$ cat src/rtl/sum_acc_pkg.sv
// Shared types and constants for the sum accumulator slice.
package sum_acc_pkg;
    typedef enum logic [1:0] {IDLE, ACCUM, DONE} acc_state_t;
    localparam int DATA_W = 8;
endpackage

$ cat src/rtl/adder_8bit.sv
// 8-bit unsigned adder with carry-in; overflow is the carry out of bit 7.
module adder_8bit (
    input  logic [7:0] a,
    input  logic [7:0] b,
    input  logic       carry_in,
    output logic [7:0] sum,
    output logic       overflow
);
    assign {overflow, sum} = {1'b0, a} + {1'b0, b} + {8'b0, carry_in};
endmodule

$ cat src/rtl/sum_accumulator.sv
// Counted stream accumulator: folds N handshaked samples into a wrapping 8-bit
// total with a sticky carry flag, then pulses done for one cycle.
module sum_accumulator
    import sum_acc_pkg::*;
#(
    parameter int CNT_W = 4
) (
    input  logic              clk,
    input  logic              n_rst,
    input  logic              start,
    input  logic [CNT_W-1:0]  sample_count,
    input  logic [DATA_W-1:0] data_in,
    input  logic              data_valid,
    output logic              data_ready,
    output logic              busy,
    output logic              done,
    output logic [DATA_W-1:0] result,
    output logic              overflow_flag
);
    acc_state_t        state, state_nx;
    logic [DATA_W-1:0] acc, acc_nx;
    logic              flag, flag_nx;
    logic [CNT_W-1:0]  remaining, remaining_nx;
    logic [DATA_W-1:0] add_sum;
    logic              add_ovf;

    adder_8bit u_adder (
        .a        (acc),
        .b        (data_in),
        .carry_in (1'b0),
        .sum      (add_sum),
        .overflow (add_ovf)
    );

    always_comb begin
        state_nx     = state;
        acc_nx       = acc;
        flag_nx      = flag;
        remaining_nx = remaining;
        data_ready   = 1'b0;
        busy         = 1'b0;
        done         = 1'b0;
        case (state)
            IDLE: begin
                // A sample presented alongside start is deliberately not consumed.
                if (start) begin
                    acc_nx       = '0;
                    flag_nx      = 1'b0;
                    remaining_nx = sample_count;
                    state_nx     = (sample_count == '0) ? DONE : ACCUM;
                end
            end
            ACCUM: begin
                data_ready = 1'b1;
                busy       = 1'b1;
                if (data_valid) begin
                    acc_nx       = add_sum;
                    flag_nx      = flag | add_ovf;
                    remaining_nx = remaining - CNT_W'(1);
                    if (remaining == CNT_W'(1))
                        state_nx = DONE;
                end
            end
            DONE: begin
                busy     = 1'b1;
                done     = 1'b1;
                state_nx = IDLE;
            end
            default: state_nx = IDLE;
        endcase
    end

    always_ff @(posedge clk) begin
        if (!n_rst) begin
            state     <= IDLE;
            acc       <= '0;
            flag      <= 1'b0;
            remaining <= '0;
        end else begin
            state     <= state_nx;
            acc       <= acc_nx;
            flag      <= flag_nx;
            remaining <= remaining_nx;
        end
    end

    assign result        = acc;
    assign overflow_flag = flag;
endmodule

$ cat config.mk
export PLATFORM = sky130hd
export DESIGN_NAME = sum_accumulator
export DESIGN_NICKNAME = d
export VERILOG_FILES = /design/src/rtl/sum_acc_pkg.sv /design/src/rtl/adder_8bit.sv /design/src/rtl/sum_accumulator.sv
export SDC_FILE = /design/constraint.sdc
export NUM_CORES = 1
export LEC_CHECK = 0
export BUFFER_PORTS_ARGS = -buffer_cell sky130_fd_sc_hd__buf_2
export CAP_MARGIN = 20
export CORE_ASPECT_RATIO = 0.6
export CORE_MARGIN = 8
export CORE_UTILIZATION = 45
export DETAILED_ROUTE_END_ITERATION = 16
export GPL_ROUTABILITY_DRIVEN = 0
export HOLD_SLACK_MARGIN = 0.1
export PLACE_DENSITY = 0.7
export SETUP_SLACK_MARGIN = 0.15
export SLEW_MARGIN = 20
export SYNTH_ARGS = -nofsm -noshare
export SYNTH_HDL_FRONTEND = slang
export SYNTH_SLANG_ARGS = --single-unit
export TNS_END_PERCENT = 1
$ cat constraint.sdc
create_clock -name clk -period 1.9 [get_ports clk]
set_clock_uncertainty 0.05 [all_clocks]
set_input_delay 0.19 -clock clk [delete_from_list [all_inputs] [get_ports clk]]
set_output_delay 0.19 -clock clk [all_outputs]
set_load 0.05 [all_outputs]
==> flow_summary.yaml, run 1 <==
detailed_routing:
  drtIter0Drc: 36
  ant_nets: 0
  firstDrtPassIters: 4
  drt_wl_total_um: 2460
  viasPerCell: 5.32
  routedWlPerCell_um: 13.4
  drcViolationCount: 0
  dr_total_vias: 979
grt:
  grt_use_met1: 0.154
  use_met2: 0.211
  grt_pass1_vias: 982
  grt_use_total: 0.127
  grt_max_degree: 14
  met3_usage: 0.0456
  grt_overflow: 0
  grt_antenna_before_repair: 0
  grt_pass1_wl_um: 4260
  grt_busiest_layer: "met2"
cts:
  clkSinkCount: 15
  cts_tree: "yes"
  htreeDepth: 1
  clk_path_buf_depth: 2
  cts-hold-fix-buffers: 0
  clkSlewWorstSetupHoldPaths_ns: 0.06
  cts_inserted_buffers: 3
  worstSkewPairLatency_ns: 0.25
  cts-root-buf: "clkbuf_8"
synth:
  synth_edf_count: 0
  synth_flop_cell: "dfxtp_1"
  yosysMostFrequentCell: "dfxtp_1"
  synthTopCellsByCount: "dfxtp_1 (15), ha_1 (13), a21oi_1 (9), inv_1 (9), nand2_1 (9)"
  synth_top_area_cell: "dfxtp_1"
  synth_area_leaders: "dfxtp_1 (29%), ha_1 (16%), a21oi_1 (4.4%), o21ai_0 (3.4%), xor2_1 (3.4%)"
  syn_area_sq_um: 1020
  synth_top_area_share: 0.294
  syn-num-nets: 150
  yosys_warnings: 0
  ys_seq_elements: 15
  syn_area_per_cell_sq_um: 8.50
  synthArstFlopShare: 0
  syn_inst: 120
  synth_seq_area_share: 0.294
  synth_cell_types: 36
power_and_ir_drop:
  p_leak_nw: 0.619
  power.density_nw_per_um2: 1290
  ir_drop_mv: 0.695
floorplan:
  rows: 13
  initial_core_util: 0.475
  core_area_sq_um: 2150
  boundaryPins: 28
  die_w_um: 77.5
  die_h_um: 52.9
  die_area_sq_um: 4100
outcome:
  status: "finished, violations left"
  violations: "negative setup slack"
finish:
  final_cell_area_sq_um: 1290
  fill_cells: 198
  drive_above_1_share: 0.312
  diodes: 0
  final_util: 0.603
  syn_to_final_growth_pct: 26.9
  nets: 185
  stdcell_count: 184
worst_hold_path:
  hold_path.class: "in2reg"
  hp-start: "n_rst"
worst_setup_path:
  startpoint: "result[0]"
  startpoint_type: "flip-flop"
  cpMaxStageDelayCell: "dfxtp_4"
  cpPeakStageDelay_ns: 0.35
  cp-end-kind: "flip-flop"
  critPathRequiredTime_ns: 1.99
  cp_cell_sequence: "ha_4 -> fa_2 -> a21o_1 -> a311o_1 -> a21oi_2 -> xor2_1 -> o21ai_1"
  r2r-start: "result[0]"
  critPathMaxFanout: 2
  crit_type: "reg2reg"
  crit_arrival_ns: 2.01
sta:
  fmax_mhz: 522
  rsz0062_at_grt: "yes"
  final_hold_viol_count: 0
  slew_viol_final: 0
  setup_slack_ns: -0.0161
  final.min_clock_period_ns: 1.92
  slew_headroom: 0.740
  setup_viol: 2
  fin_crit_sh: 1.01
  tightest_slew_ns: 0.391
placement:
  dpl.hpwl_um: 2020
  numPortBuffers: 27
  pre_cts_slack_ns: -0.0330
  dpl_cell_area_sq_um: 1240
  placed_cells: 180
job:
  max-cap-violations: 0
## stage by stage
step / total power, W / setup TNS (ns) / hold slack [ns]
after floorplan: 0.00121 / -0.242 / 0.399
after global placement: 0.00139 / 0 / 0.404
after detailed placement: 0.00142 / -0.0631 / 0.414
after CTS: 0.00169 / -0.109 / 0.228
after global routing: 0.00181 / -0.156 / 0.232
final: 0.00167 / -0.0316 / 0.238
## timing repair
item,CTS,global route
setup buffers,0,0
pin swaps,3,2
endpoints found under the setup margin,3,11
gates cloned,0,0
resized for setup,1,1
## worst paths after layout
path,endpoint,slack (ns),depth (start not counted)
worst max-delay path,result[6],-0.02,7
worst min-delay path,state[1],0.24,2
worst max register to register,result[6],-0.02,7
worst min register to register,result[4],0.42,2
## worst max-delay path, delay by kind of cell (launching register included)
| kind | cells | cell delay [ns] |
|---|---|---|
| flops | 1 | 0.35 |
| fa+ha+maj | 2 | 0.49 |
| compound gates | 4 | 0.74 |
| xor+xnor | 1 | 0.16 |
## power breakdown
part           internal (W)  switching, W  leakage [nW]
Sequential         0.000395     0.0000677         0.125
Clock              0.000149      0.000109        0.0228
Combinational      0.000349      0.000605         0.472
Total              0.000892      0.000782         0.619
## per-layer routing
| layer | vias to the layer above | part of all wire |
|---|---|---|
| met5 | - | 0 |
| met4 | 0 | 0.0045 |
| li1 | 494 | - |
| met1 | 461 | 0.48 |
| met3 | 2 | 0.052 |
| met2 | 22 | 0.47 |
## area by class of cell
class                      count  area (sq um)  share of cell area
inverter                       9          33.8              0.0261
tap                           30          37.5              0.0290
sequential                    15           308               0.238
timing repair buffer          33           180               0.139
multi-input combinational     93           689               0.533
clock buffer                   4          45.0              0.0348
## logic make-up after synthesis
family / after synthesis / share of synthesized area
fa+ha+maj: 14 / 0.179
mux: 1 / 0.00982
xor+xnor: 6 / 0.0515
compound gates: 39 / 0.258
buf+inv: 12 / 0.0491
simple gates: 33 / 0.158
flops: 15 / 0.294
## cells in the final DEF (no fill, tap or decap), drive strengths merged, types with 3 or more instances in the layout
cell type  count
o21ai          8
buf           33
nand3          6
clkbuf         4
dfxtp         15
inv            9
nand2          9
ha            13
a21o           3
nand2b         3
o211ai         3
a21oi         10
nor2           9
xor2           4
## state kept, by name, indices dropped and copies added, names as in the netlist
signal,flops
state,2
result,8
overflow_flag,1
remaining,4
Power figures use the tool's default switching activity.
==> inputs of run 2 (changes only) <==
- BUFFER_PORTS_ARGS: -buffer_cell sky130_fd_sc_hd__buf_2 -> not set
- CORE_ASPECT_RATIO: 0.6 -> not set
- DONT_BUFFER_PORTS: not set -> 1
- PLACE_DENSITY: 0.7 -> 0.59
==> flow_summary.yaml, run 2 (synthesis results as in run 1) <==
outcome:
  status: "finished clean"
detailed_routing:
  firstDrtPassIters: 4
  ant_nets: 0
  dr_total_vias: 862
  viasPerCell: 5.26
  drt_wl_total_um: 2370
  maxUsedRoutingLayer: "met4"
  wl_met2_um: 1130
  routedWlPerCell_um: 14.4
  drtIter0Drc: 11
  drcViolationCount: 0
  met3_length_um: 190
  m1WireLength_um: 1030
placement:
  numPortBuffers: 0
  dpl.hpwl_um: 1860
  pre_cts_slack_ns: -0.0112
  placed_cells: 159
  dpl_cell_area_sq_um: 1170
cts:
  cts_tree: "yes"
  cts-root-buf: "clkbuf_4"
  worstSkewPairLatency_ns: 0.28
  clkSlewWorstSetupHoldPaths_ns: 0.10
  cts_inserted_buffers: 3
  post-cts-setup-buffer-count: 0
  clk_path_buf_depth: 2
  clkSinkCount: 15
  htreeDepth: 1
finish:
  final_cell_area_sq_um: 1220
  diodes: 0
  stdcell_count: 164
  largest_register_ffs: 8
  nets: 167
  fill_cells: 231
  final_cell_mix: "buf_4 (14), ha_1 (12)"
  final_util: 0.562
  drive_above_1_share: 0.243
  final_common_cell: "buf_4"
  syn_to_final_growth_pct: 19.5
grt:
  grt_antenna_before_repair: 0
  grt_pass1_vias: 931
  grt_overflow: 0
  grt_max_degree: 15
  grt_use_total: 0.126
  grt_pass1_wl_um: 4230
sta:
  setup_slack_ns: 0.00996
  slew_headroom: 0.671
  slew_viol_final: 0
  rsz0062_at_grt: "yes"
  final.min_clock_period_ns: 1.89
  tightest_slew_ns: 0.494
  fin_crit_sh: 0.995
  setup_viol: 0
  fmax_mhz: 529
  final_hold_viol_count: 0
worst_setup_path:
  startpoint_type: "flip-flop"
  cp_cell_sequence: "ha_4 -> fa_2 -> a21o_1 -> a311o_1 -> a21oi_2 -> o211ai_1 -> a21boi_0"
  critPathMaxFanout: 2
  cpPeakStageDelay_ns: 0.36
  ff2ff_path_depth: 7
  crit_arrival_ns: 2.01
  cpLargestDelayFamily: "compound AO/OA/AOI/OAI gates"
  reg2reg_to: "overflow_flag"
  r2r_setup_slack_ns: 0.01
  path_buf_inv: 0
  cpMaxStageDelayCell: "dfxtp_4"
  r2r-start: "result[0]"
  critPathRequiredTime_ns: 2.02
  crit_type: "reg2reg"
  cp-end-kind: "flip-flop"
power_and_ir_drop:
  p_leak_nw: 0.534
  ir_drop_mv: 0.739
  power.density_nw_per_um2: 1320
worst_hold_path:
  min_path_cells: 4
  hp-start: "sample_count[1]"
  hold_path.class: "in2reg"
  worstHoldEndpoint: "remaining[1]"
floorplan:
  die_h_um: 63.6
  die_w_um: 63.6
  initial_core_util: 0.470
  die_area_sq_um: 4050
  core_area_sq_um: 2170
  boundaryPins: 28
  rows: 17
job:
  max-cap-violations: 0
run 2: repair_timing:
action                                  in CTS  in global routing
hold buffers                                 1                  0
endpoints found under the hold margin        7                  0
pin swaps                                    2                  3
gates resized for setup                      2                  4
endpoints found under the setup margin       4                  8
run 2: metal layers:
metal	up-vias	global-route usage
li1	457	-
met5	-	0
met4	0	0.0418
met3	2	0.0530
met2	18	0.221
met1	385	0.133
run 2: area by class of cell:
type | instances | area, sq um | share of cell area
sequential | 15 | 310 | 0.255
clock buffer | 4 | 26.3 | 0.0216
timing repair buffer | 15 | 115 | 0.0945
tap | 28 | 35.0 | 0.0287
inverter | 9 | 33.8 | 0.0277
multi-input combinational | 93 | 698 | 0.573
run 2: through the flow:
| stage | TNS (ns) | hold slack (ns) | total power, W |
|---|---|---|---|
| 6_report | 0 | 0.120 | 0.00160 |
| 5_1_grt | -0.156 | 0.140 | 0.00174 |
| 4_1_cts | -0.0267 | 0.117 | 0.00160 |
| 3_5_place_dp | -0.0192 | 0.266 | 0.00139 |
| 3_3_place_gp | -0.00424 | 0.265 | 0.00138 |
| 2_1_floorplan | -0.242 | 0.399 | 0.00121 |
run 2: worst max-delay path by stage:
stage,slack (ns),endpoint,start,depth (start not counted)
final,0.01,overflow_flag,result[0],7
after global routing,-0.1,result[6],result[0],7
after CTS,-0.02,overflow_flag,result[0],7
after detailed placement,-0.01,overflow_flag,result[0],7
after global placement,-0.003,overflow_flag,result[0],7
after floorplan,-0.05,overflow_flag,result[0],7
run 2: where the power goes:
part	switching (W)	internal, W
combinational	0.000588	0.000369
sequential	0.0000617	0.000398
clock	0.000105	0.0000813
run 2: tightest hold or removal path, cell delays in order:
cell      delay (ns)
inv_1           0.03
mux2i_1         0.05
nor2_1          0.08
a211oi_1        0.05
==> inputs of run 3 (changes only) <==
- CTS_BUF_LIST: not set -> sky130_fd_sc_hd__clkbuf_16
==> flow_summary.yaml, run 3 (synthesis results as in run 1) <==
cts:
  clkSlewWorstSetupHoldPaths_ns: 0.05
  clkSinkCount: 15
  htreeDepth: 1
  worstSkewPairLatency_ns: 0.24
  cts_inserted_buffers: 3
  cts_tree: "yes"
  cts-root-buf: "clkbuf_16"
  clk_path_buf_depth: 2
  post-cts-setup-buffer-count: 0
grt:
  grt_pass1_wl_um: 4310
  grt_overflow: 0
  grt_pass1_vias: 959
  grt_max_degree: 15
  grt_antenna_before_repair: 0
  grt_use_total: 0.127
detailed_routing:
  drcViolationCount: 0
  drtIter0Drc: 7
  dr_total_vias: 874
  routedWlPerCell_um: 14.3
  firstDrtPassIters: 4
  drt_wl_total_um: 2340
  viasPerCell: 5.33
  ant_nets: 0
worst_setup_path:
  path_buf_inv: 0
  cpPeakStageDelay_ns: 0.34
  cpMaxStageDelayCell: "dfxtp_4"
  ff2ff_path_depth: 7
  critPathMaxFanout: 2
  crit_arrival_ns: 1.96
  critPathRequiredTime_ns: 1.98
  r2r_setup_slack_ns: 0.02
  startpoint: "result[0]"
  startpoint_type: "flip-flop"
  r2r-start: "result[0]"
  cp-end-kind: "flip-flop"
  cpLargestDelayFamily: "compound AO/OA/AOI/OAI gates"
  cp_num_cells: 7
  crit_type: "reg2reg"
  cp_cell_sequence: "ha_4 -> fa_2 -> a21o_1 -> a311o_1 -> a21oi_2 -> xor2_1 -> o21ai_1"
floorplan:
  die_h_um: 63.6
  rows: 17
  die_area_sq_um: 4050
  boundaryPins: 28
  core_area_sq_um: 2170
  initial_core_util: 0.470
  die_w_um: 63.6
power_and_ir_drop:
  ir_drop_mv: 0.741
  power.density_nw_per_um2: 1420
  p_leak_nw: 0.561
sta:
  rsz0062_at_grt: "yes"
  final.min_clock_period_ns: 1.88
  slew_viol_final: 0
  fmax_mhz: 532
  fin_crit_sh: 0.989
  slew_headroom: 0.671
  tightest_slew_ns: 0.494
  final_hold_viol_count: 0
  fin_setup_tns_ns: 0
  timing.hold.ws_ns: 0.118
  setup_slack_ns: 0.0213
  setup_viol: 0
worst_hold_path:
  min_path_cells: 2
  hp-start: "n_rst"
  hold_path.class: "in2reg"
placement:
  numPortBuffers: 0
  pre_cts_slack_ns: -0.0112
  dpl.hpwl_um: 1860
finish:
  final_common_cell: "buf_4"
  largest_register_ffs: 8
  final_cell_mix: "buf_4 (14), ha_1 (12), dfxtp_1 (11)"
  syn_to_final_growth_pct: 23.7
  nets: 167
  drive_above_1_share: 0.221
  fill_cells: 222
  diodes: 0
outcome:
  status: "finished clean"
job:
  max-cap-violations: 0
==> run 3: path summary, 6_finish.rpt <==
path	endpoint
worst max-delay path	result[6]
worst min-delay path	result[6]
worst max register to register	result[6]
worst min register to register	remaining[3]
==> run 3: worst register-to-register path, cell delays in order, from the launching register on <==
cell     delay [ns]
dfxtp_4        0.34
ha_4           0.15
fa_2           0.33
a21o_1         0.18
a311o_1        0.32
a21oi_2        0.16
xor2_1         0.16
o21ai_1        0.07
==> run 3: final cells by class <==
class	count	area (sq um)	share of cell area
clock buffers	3	75.1	0.0595
clock inverters	1	3.75	0.00298
inverters	9	33.8	0.0268
multi-input cells	93	691	0.548
flip-flops and latches	15	308	0.244
well taps	28	35.0	0.0278
repair buffers	15	115	0.0913
==> run 3: power breakdown <==
| group | switching [W] | internal (W) | leakage (nW) |
|---|---|---|---|
| sequential | 0.0000605 | 0.000395 | 0.125 |
| combinational | 0.000585 | 0.000351 | 0.394 |
| clock | 0.000127 | 0.000279 | 0.0423 |
| total | 0.000772 | 0.00102 | 0.561 |
==> run 3: what timing repair did <==
action / CTS / global route
hold buffers: 1 / 0
endpoints found under the setup margin: 4 / 8
cloned: 0 / 0
hold endpoints to repair: 6 / 0
pin swaps: 2 / 2
resized for setup: 2 / 0
==> run 3: per-layer routing <==
metal | part of all wire | vias to the layer above | global-route usage
met3 | 0.084 | 2 | 0.0583
met1 | 0.42 | 393 | 0.130
li1 | - | 458 | -
met2 | 0.49 | 21 | 0.227
met4 | 0.0034 | 0 | 0.0334
met5 | 0 | - | 0
==> run 3: through the flow <==
stage	util	instances	instance area, sq um	total power, W
CTS	0.581	164	1260	0.00182
global route	0.581	164	1260	0.00193
global placement	0.537	159	1170	0.00138
floorplan	-	120	1040	0.00121
detailed placement	0.537	159	1170	0.00139
finish	0.581	164	1260	0.00180
